## src/rtl/ftoi_arb_pkg.sv

```systemverilog
// Shared types and constants for the two-requester float-to-int arbiter.
// The overflow helper here is only referenced when FTOI_ARB_OVF_EN is defined.
package ftoi_arb_pkg;

  localparam int NUM_REQ = 2;

  // Biased exponent at and above which the magnitude no longer fits in int32.
  localparam logic [7:0] EXP_OVF = 8'd158;

  // Biased exponent of 1.0; anything below truncates to zero.
  localparam logic [7:0] EXP_ONE = 8'd127;

  // Bit pattern of -2^31, the one representable value at EXP_OVF.
  localparam logic [31:0] FP_INT_MIN = 32'hCF00_0000;

  typedef logic req_id_t;

  typedef struct packed {
    logic [31:0] data;
    req_id_t     id;
    logic        ovf;
  } result_t;

  // Out-of-range detection for a single-precision operand.
  function automatic logic ovf_check(input logic [31:0] f);
    return (f[30:23] >= EXP_OVF) && (f != FP_INT_MIN);
  endfunction

endpackage

```

## src/rtl/ftoi.sv

```systemverilog
// Combinational IEEE-754 single to signed int32 conversion, truncating toward zero.
// Out-of-range inputs produce the magnitude pattern 1.mant<<31 (no saturation flag here).
module ftoi
  import ftoi_arb_pkg::*;
(
  input  logic [31:0] fp_in,
  output logic [31:0] int_out
);

  logic [7:0]  exp_f;
  logic [7:0]  rsh;
  logic [31:0] mag;

  assign exp_f = fp_in[30:23];

  // Place 1.mant at bit 31 and shift right so only the integer part remains.
  always_comb begin
    rsh = 8'd0;
    mag = 32'd0;
    if (exp_f >= EXP_ONE) begin
      rsh = (exp_f >= EXP_OVF) ? 8'd0 : (EXP_OVF - exp_f);
      mag = {1'b1, fp_in[22:0], 8'd0} >> rsh;
    end
  end

  assign int_out = fp_in[31] ? (~mag + 32'd1) : mag;

endmodule

```

## src/rtl/ftoi_arbiter.sv

```systemverilog
// Round-robin arbiter sharing one ftoi converter between two requesters,
// followed by a single full-throughput result register.
// FTOI_ARB_OVF_EN: when defined, resp_ovf reports out-of-range operands;
// when undefined, resp_ovf is constant 0.
module ftoi_arbiter
  import ftoi_arb_pkg::*;
(
  input  logic                       clk,
  input  logic                       rst,
  input  logic [NUM_REQ-1:0]         req_valid,
  input  logic [NUM_REQ-1:0][31:0]   req_data,
  output logic [NUM_REQ-1:0]         req_ready,
  output logic                       resp_valid,
  input  logic                       resp_ready,
  output logic [31:0]                resp_data,
  output logic                       resp_id,
  output logic                       resp_ovf
);

  logic        valid_reg;
  result_t     res_reg;
  result_t     res_next;
  req_id_t     ptr_reg;
  req_id_t     gnt_id;
  logic        accept;
  logic        xfer;
  logic [31:0] conv_in;
  logic [31:0] conv_out;

  // Register slot is free when empty or being drained this cycle.
  assign accept = !valid_reg || resp_ready;
  assign xfer   = !rst && accept && (|req_valid);

  // Grant the lone valid requester, or the pointer's choice under contention.
  always_comb begin
    gnt_id = ptr_reg;
    case (req_valid)
      2'b01:   gnt_id = 1'b0;
      2'b10:   gnt_id = 1'b1;
      default: gnt_id = ptr_reg;
    endcase
  end

  genvar gi;
  generate
    for (gi = 0; gi < NUM_REQ; gi++) begin : g_ready
      assign req_ready[gi] = !rst && accept && req_valid[gi] &&
                             (gnt_id == req_id_t'(gi));
    end
  endgenerate

  assign conv_in = req_data[gnt_id];

  ftoi u_ftoi (
    .fp_in   (conv_in),
    .int_out (conv_out)
  );

  // Assemble the record to be captured on a transfer.
  always_comb begin
    res_next.data = conv_out;
    res_next.id   = gnt_id;
`ifdef FTOI_ARB_OVF_EN
    res_next.ovf  = ovf_check(conv_in);
`else
    res_next.ovf  = 1'b0;
`endif
  end

  // Result register, valid flag and round-robin pointer.
  always_ff @(posedge clk or posedge rst) begin
    if (rst) begin
      valid_reg <= 1'b0;
      res_reg   <= '0;
      ptr_reg   <= 1'b0;
    end else if (accept) begin
      valid_reg <= |req_valid;
      if (xfer) begin
        res_reg <= res_next;
        ptr_reg <= ~gnt_id;
      end
    end
  end

  assign resp_valid = valid_reg;
  assign resp_data  = res_reg.data;
  assign resp_id    = res_reg.id;
  assign resp_ovf   = res_reg.ovf;

endmodule

```

## config.mk

```make
export PLATFORM = sky130hd
export DESIGN_NAME = ftoi_arbiter
export DESIGN_NICKNAME = d
export VERILOG_FILES = /design/src/rtl/ftoi_arb_pkg.sv /design/src/rtl/ftoi.sv /design/src/rtl/ftoi_arbiter.sv
export SDC_FILE = /design/constraint.sdc
export NUM_CORES = 1
export LEC_CHECK = 0
export BUFFER_PORTS_ARGS = -buffer_cell sky130_fd_sc_hd__buf_2
export CAP_MARGIN = 20
export CORE_MARGIN = 2
export CORE_UTILIZATION = 32
export CTS_CLUSTER_SIZE = 25
export DETAILED_ROUTE_END_ITERATION = 7
export PLACE_DENSITY = 0.5
export SLEW_MARGIN = 20
export SYNTH_ARGS = -nofsm -noshare
export SYNTH_HDL_FRONTEND = slang
export SYNTH_SLANG_ARGS = --single-unit
```

## constraint.sdc

```tcl
create_clock -name clk -period 3.86 [get_ports clk]
set_input_delay 0.386 -clock clk [delete_from_list [all_inputs] [get_ports clk]]
set_output_delay 0.386 -clock clk [all_outputs]
set_load 0.01 [all_outputs]
```

==> metrics.csv, run 1 <==
metric;value;unit
number of clock sinks;35;
Ys Warns;0;
Setup Skew;0.00304;ns
CP required;4.00;ns
Clk Latency, worst-skew pair;0.28;ns
initial antenna violation count;0;
leak pwr;0.00440;uW
Synth top area share;16.5;%
endpoints failing hold;0;
WS Path Type;primary input to flip-flop;
Min-Delay Path Class;primary input to async pin;
number of cells after detailed placement;1317;
port bufs;104;
Min Clock Period, post-route;4.11;ns
antenna viol nets, final;0;
Compound-Gate Fraction of Synth Area;33.8;%
Max Root-Sink Buffers;2;
setup ws final;-0.249;ns
die area;17600;um2
via count;7673;
count of state elements after synthesis;35;
hold_ws;0.260;ns
achievable frequency;243;MHz
Least-Margin Pin Slew;0.599;ns
mux cell area share after synthesis;6.18;%
max reg flops;32;
VDD IR max;336;uV
violated checks;setup timing;
I/O pin cnt;106;
final setup vio count;26;
combinational family with the most area after synthesis;compound AO/OA/AOI/OAI gates;
part of the cycle the worst path needs;106;%
CTS tree;yes;
Die Span Y;133;um
final-stage net count;1223;
number of diodes;0;
Critical Path Sink Type;flip-flop;
most area-hungry cell type in the Yosys netlist;dfrtp_1;
status;finished with violations;
Syn Area/Cell;7.15;um2
clock slew at reported path FFs;0.06;ns
startpoint types;primary input;
total CTS buffers;5;
core area;16400;um2
non-filler cells, final;1370;
DRC;0;
Synth Area in Adders;0.943;%
Initial DRC Count;444;
Synth Area in XOR/XNOR;5.28;%
Avg WL per Cell;20.9;um
RSZ-0062 raised after global routing;true;
Syn-to-layout area delta;90.5;%
CP max FO;6;
Placement Rows;47;
HPWL after detailed placement;22900;um
CP Data Arrival Time;4.25;ns
post-synthesis sequential area ratio;16.5;%
reg2reg setup slack;-0.12;ns
Fillers;1463;
setup_tns;-3.68;ns
asr flop ratio synth;100;%
Die Wd;133;um
dpl cell area;8400;um2
total congestion overflow;0;
global-route wire length before repair;43700;um
layout cells sized above 1;56.8;%
All-Layer GR Usage;31.4;%
Synth Net Count;815;
ys flop type;dfrtp_1;
slew margin rel.;59.7;%
max cap viols;0;
final WL;28700;um
Yosys cell types;96;
fin area;10100;um2
dominant cells by area after synthesis;dfrtp_1, nand2_1, a21oi_1;
commonest non-fill, non-tap cell in the layout;buf_4;
worst setup path start;req_valid[0];
instance count of the mapped netlist;742;
Final Max Slew Viols;0;
drt via density;5.60;
number of global-route vias before repair;7752;
gp weighted congestion;0.939;
Pwr Density;537;nW/um2
EDFF count, synth;0;
Pre-antenna DRT Iters;6;
pin count of the biggest net entering global routing;65;
Starting Density;32.3;%
simple logic cell fraction of the synthesized area;31.6;%
Cell Area, Synth;5310;um2
utilization after layout;61.6;%
H-tree depth;2;
cts hold-fix bufs;0;
most frequent cells in the layout;buf_4, nand2_1, buf_2;
clk root buf;clkbuf_16;
reg-to-reg startpoint;ptr_reg;
-- cell type report --
class / instances / area (um2) / share of cell area (%)
Tap cell: 220 / 275 / 2.72
Multi-Input combinational cell: 647 / 5250 / 51.9
Timing Repair Buffer: 451 / 3500 / 34.6
Inverter: 10 / 60.1 / 0.594
Clock inverter: 1 / 5.00 / 0.0495
Clock buffer: 6 / 139 / 1.37
Sequential cell: 35 / 876 / 8.66
-- stage by stage --
stage	worst slack, ns	power, uW
final	-0.249	5430
after global routing	-0.363	5720
after CTS	-0.163	4900
after detailed placement	-0.853	4090
after global placement	-0.835	4050
after floorplan	-0.226	2340
-- kinds of logic after synthesis --
| logic type | Yosys count |
|---|---|
| AND/OR/NAND/NOR | 332 |
| AO/OA/AOI/OAI | 249 |
| buffers and inverters | 60 |
| flip-flops | 35 |
| XOR/XNOR | 32 |
| multiplexers | 29 |
| adder cells (fa/ha/maj) | 4 |
| other | 1 |
-- worst max-delay path: stages --
cell	delay, ns
buf_12	0.09
inv_12	0.03
ha_4	0.27
mux2i_4	0.36
buf_12	0.17
mux2i_4	0.32
nor4_4	0.11
buf_6	0.18
buf_6	0.12
o21bai_4	0.17
buf_6	0.12
nand2_2	0.06
o211ai_1	0.31
nand4_1	0.25
nor3_4	0.30
nand3_4	0.15
nor3_4	0.22
buf_12	0.14
buf_12	0.12
a31oi_2	0.10
xnor2_1	0.18
o21ai_1	0.08
-- power breakdown --
part           switching, uW  leakage [uW]  internal (uW)
logic                   2300       0.00389           2140
registers               73.9      0.000439            508
clock network            152     0.0000727            252
total                   2530       0.00440           2900
-- timing repair --
item | in CTS | in global routing
buffers inserted | 32 | 20
setup endpoints to repair | 30 | 30
pin swaps | 36 | 52
resized for setup | 130 | 132
gates cloned | 2 | 1
-- worst paths after layout --
check	endpoint	cells past startpoint
worst min-delay path	resp_data[8]	3
worst max register to register	resp_data[20]	19
worst min register to register	resp_data[12]	2
worst max-delay path	resp_data[20]	22
max in group asynchronous	resp_data[15]	3
min in group clk	resp_valid	2
-- synthesized netlist by cell type, drive strengths merged (11+ instances only) --
cell      n
nand2   138
xnor2    16
a31oi    18
nand4    14
and3     11
clkbuf   20
nor2     53
a21oi    43
o21ai    66
xor2     16
o211ai   16
nor3     27
nor4     12
mux2i    24
dfrtp    35
buf      30
o22ai    15
nand3    39
-- per-layer routing --
layer / wire, um / GRT usage [%] / vias up / share of wire [%]
li1: - / - / 3617 / -
met4: 1440 / 11.3 / 0 / 5.0
met1: 11800 / 38.5 / 3706 / 41
met3: 1100 / 2.11 / 82 / 3.8
met5: 0 / 0 / - / 0
met2: 14400 / 57.7 / 268 / 50
Power figures use the tool's default switching activity.
==> run 2, diff against run 1 <==
--- a/config.mk
+++ b/config.mk
@@ -12,6 +12,7 @@
 export CTS_CLUSTER_SIZE = 25
 export DETAILED_ROUTE_END_ITERATION = 7
 export PLACE_DENSITY = 0.5
+export REMOVE_ABC_BUFFERS = 1
 export SLEW_MARGIN = 20
 export SYNTH_ARGS = -nofsm -noshare
 export SYNTH_HDL_FRONTEND = slang
==> metrics.csv, run 2 (synthesis gave the netlist of run 1 again) <==
metric;value;unit;change
DRC;0;;unchanged
startpoint types;primary input;;
Initial DRC Count;462;;+4.1%
global-route wire length before repair;40900;um;-6.5%
slew margin rel.;54.1;%;-5.6 points
number of diodes;0;;unchanged
endpoints failing hold;0;;unchanged
achievable frequency;245;MHz;+0.73%
Syn-to-layout area delta;96.1;%;
Min-Delay Path Class;primary input to flip-flop;;
antenna viol nets, final;0;;unchanged
All-Layer GR Usage;29.5;%;-1.9 points
CP Data Arrival Time;4.22;ns;-0.03 ns
Max Root-Sink Buffers;2;;unchanged
layout cells sized above 1;59.6;%;+2.8 points
final-stage net count;1241;;+1.5%
clk root buf;clkbuf_16;;
WS Path Type;primary input to flip-flop;;
number of global-route vias before repair;7460;;-3.8%
HPWL after detailed placement;20900;um;-8.8%
core area;16400;um2;unchanged
Avg WL per Cell;19.8;um;-5.3%
cts hold-fix bufs;0;;unchanged
number of cells after detailed placement;1294;;-1.7%
pin count of the biggest net entering global routing;40;;-38%
initial antenna violation count;0;;unchanged
Final Power;5480;uW;+1.0%
Die Span Y;133;um;unchanged
post-place setup slack;-0.899;ns;-0.0463 ns
setup ws final;-0.219;ns;+0.0300 ns
leak pwr;0.00451;uW;+2.5%
H-tree depth;2;;unchanged
worst setup path start;req_valid[0];;
hold_ws;0.286;ns;+0.0258 ns
Die Wd;133;um;unchanged
total congestion overflow;0;;unchanged
gp weighted congestion;0.952;;+1.4%
violated checks;setup timing;;
part of the cycle the worst path needs;106;%;-0.78 points
most frequent cells in the layout;buf_4, nand2_1, buf_2;;
via count;7580;;-1.2%
drt via density;5.46;;-2.6%
non-filler cells, final;1389;;+1.4%
final setup vio count;28;;+7.7%
end of the worst register-to-register path;resp_data[31];;
max reg flops;32;;unchanged
port bufs;104;;unchanged
Reg2Reg Depth;19;;unchanged
final WL;27500;um;-4.0%
die area;17600;um2;unchanged
Clk Latency, worst-skew pair;0.29;ns;about the same
Min Clock Period, post-route;4.08;ns;-0.0300 ns
Final Max Slew Viols;0;;unchanged
VDD IR max;263;uV;-22%
reg-to-reg startpoint;ptr_reg;;
Pre-antenna DRT Iters;7;;+1
Least-Margin Pin Slew;0.689;ns;+0.0894 ns
CTS tree;yes;;
CP required;4.00;ns;about the same
CP Capture Point;resp_data[31];;
status;finished with violations;;
clock slew at reported path FFs;0.06;ns;about the same
setup_tns;-3.48;ns;+0.203 ns
Pwr Density;527;nW/um2;-1.9%
RSZ-0062 raised after global routing;true;;
Critical Path Sink Type;flip-flop;;
number of clock sinks;35;;unchanged
commonest non-fill, non-tap cell in the layout;buf_4;;
CP max FO;7;;+1
Placement Rows;47;;unchanged
I/O pin cnt;106;;unchanged
Starting Density;32.3;%;unchanged
max cap viols;0;;unchanged
reg2reg setup slack;-0.12;ns;about the same
total CTS buffers;5;;unchanged
Setup Skew;0.00861;ns;+0.00558 ns
[run 2: area by class of cell]
type / instances / area [um2]
Fill cell: 1457 / 6000
Multi-Input combinational cell: 648 / 5420
Timing Repair Buffer: 468 / 3620
Sequential cell: 35 / 876
Tap cell: 220 / 275
Clock buffer: 6 / 139
Inverter: 10 / 45.0
Clock inverter: 2 / 35.0
[run 2: repair_timing]
item                                    4_1_cts  5_1_grt
endpoints found under the setup margin       29       30
buffers inserted                             42       51
gates cloned                                  3        1
pin swaps                                    74       82
gates resized for setup                     168      156
[run 2: how the worst min path moves through the flow]
stage	from	end	slack [ns]	depth (start not counted)
global placement	resp_data[14]	resp_data[14]	0.46	2
finish	resp_ready	resp_valid	0.29	2
detailed placement	resp_data[14]	resp_data[14]	0.46	2
global route	resp_ready	resp_valid	0.32	2
CTS	resp_ready	resp_valid	0.29	2
floorplan	resp_ready	resp_valid	0.48	1
[run 2: worst max-delay path, stage by stage]
cell and delay, ns:
buf_8 0.08, inv_6 0.03, ha_4 0.27, buf_6 0.12, mux2i_4 0.35, buf_6 0.16
mux2i_4 0.27, buf_6 0.17, o41a_1 0.21, a221o_1 0.19, buf_4 0.13, buf_6 0.10
o22ai_4 0.08, o31ai_4 0.25, a22oi_2 0.14, a211oi_4 0.27, nand3_4 0.14, nor3_4 0.26
buf_6 0.17, a41oi_2 0.13, xnor2_1 0.20, o21ai_1 0.08
[run 2: power by group]
part	total [uW]	switching [uW]	internal (uW)	leakage [uW]
clock	484	163	321	0.0000868
combinational	4430	2300	2120	0.00399
sequential	572	64.9	507	0.000439
[run 2: per-layer routing]
| layer | GRT usage, % | wire length [um] | up-vias |
|---|---|---|---|
| met5 | 0 | 0 | - |
| met4 | 11.8 | 1190 | 0 |
| met3 | 2.80 | 1050 | 71 |
| met2 | 53.4 | 13700 | 257 |
| met1 | 35.9 | 11600 | 3597 |
| li1 | - | - | 3655 |
[run 2: metrics by stage]
stage / instance area (um2) / utilization [%]
6_report: 10400 / 63.4
5_1_grt: 10400 / 63.4
4_1_cts: 9250 / 56.4
3_5_place_dp: 8020 / 48.9
3_3_place_gp: 8020 / 48.9
2_1_floorplan: 5050 / -
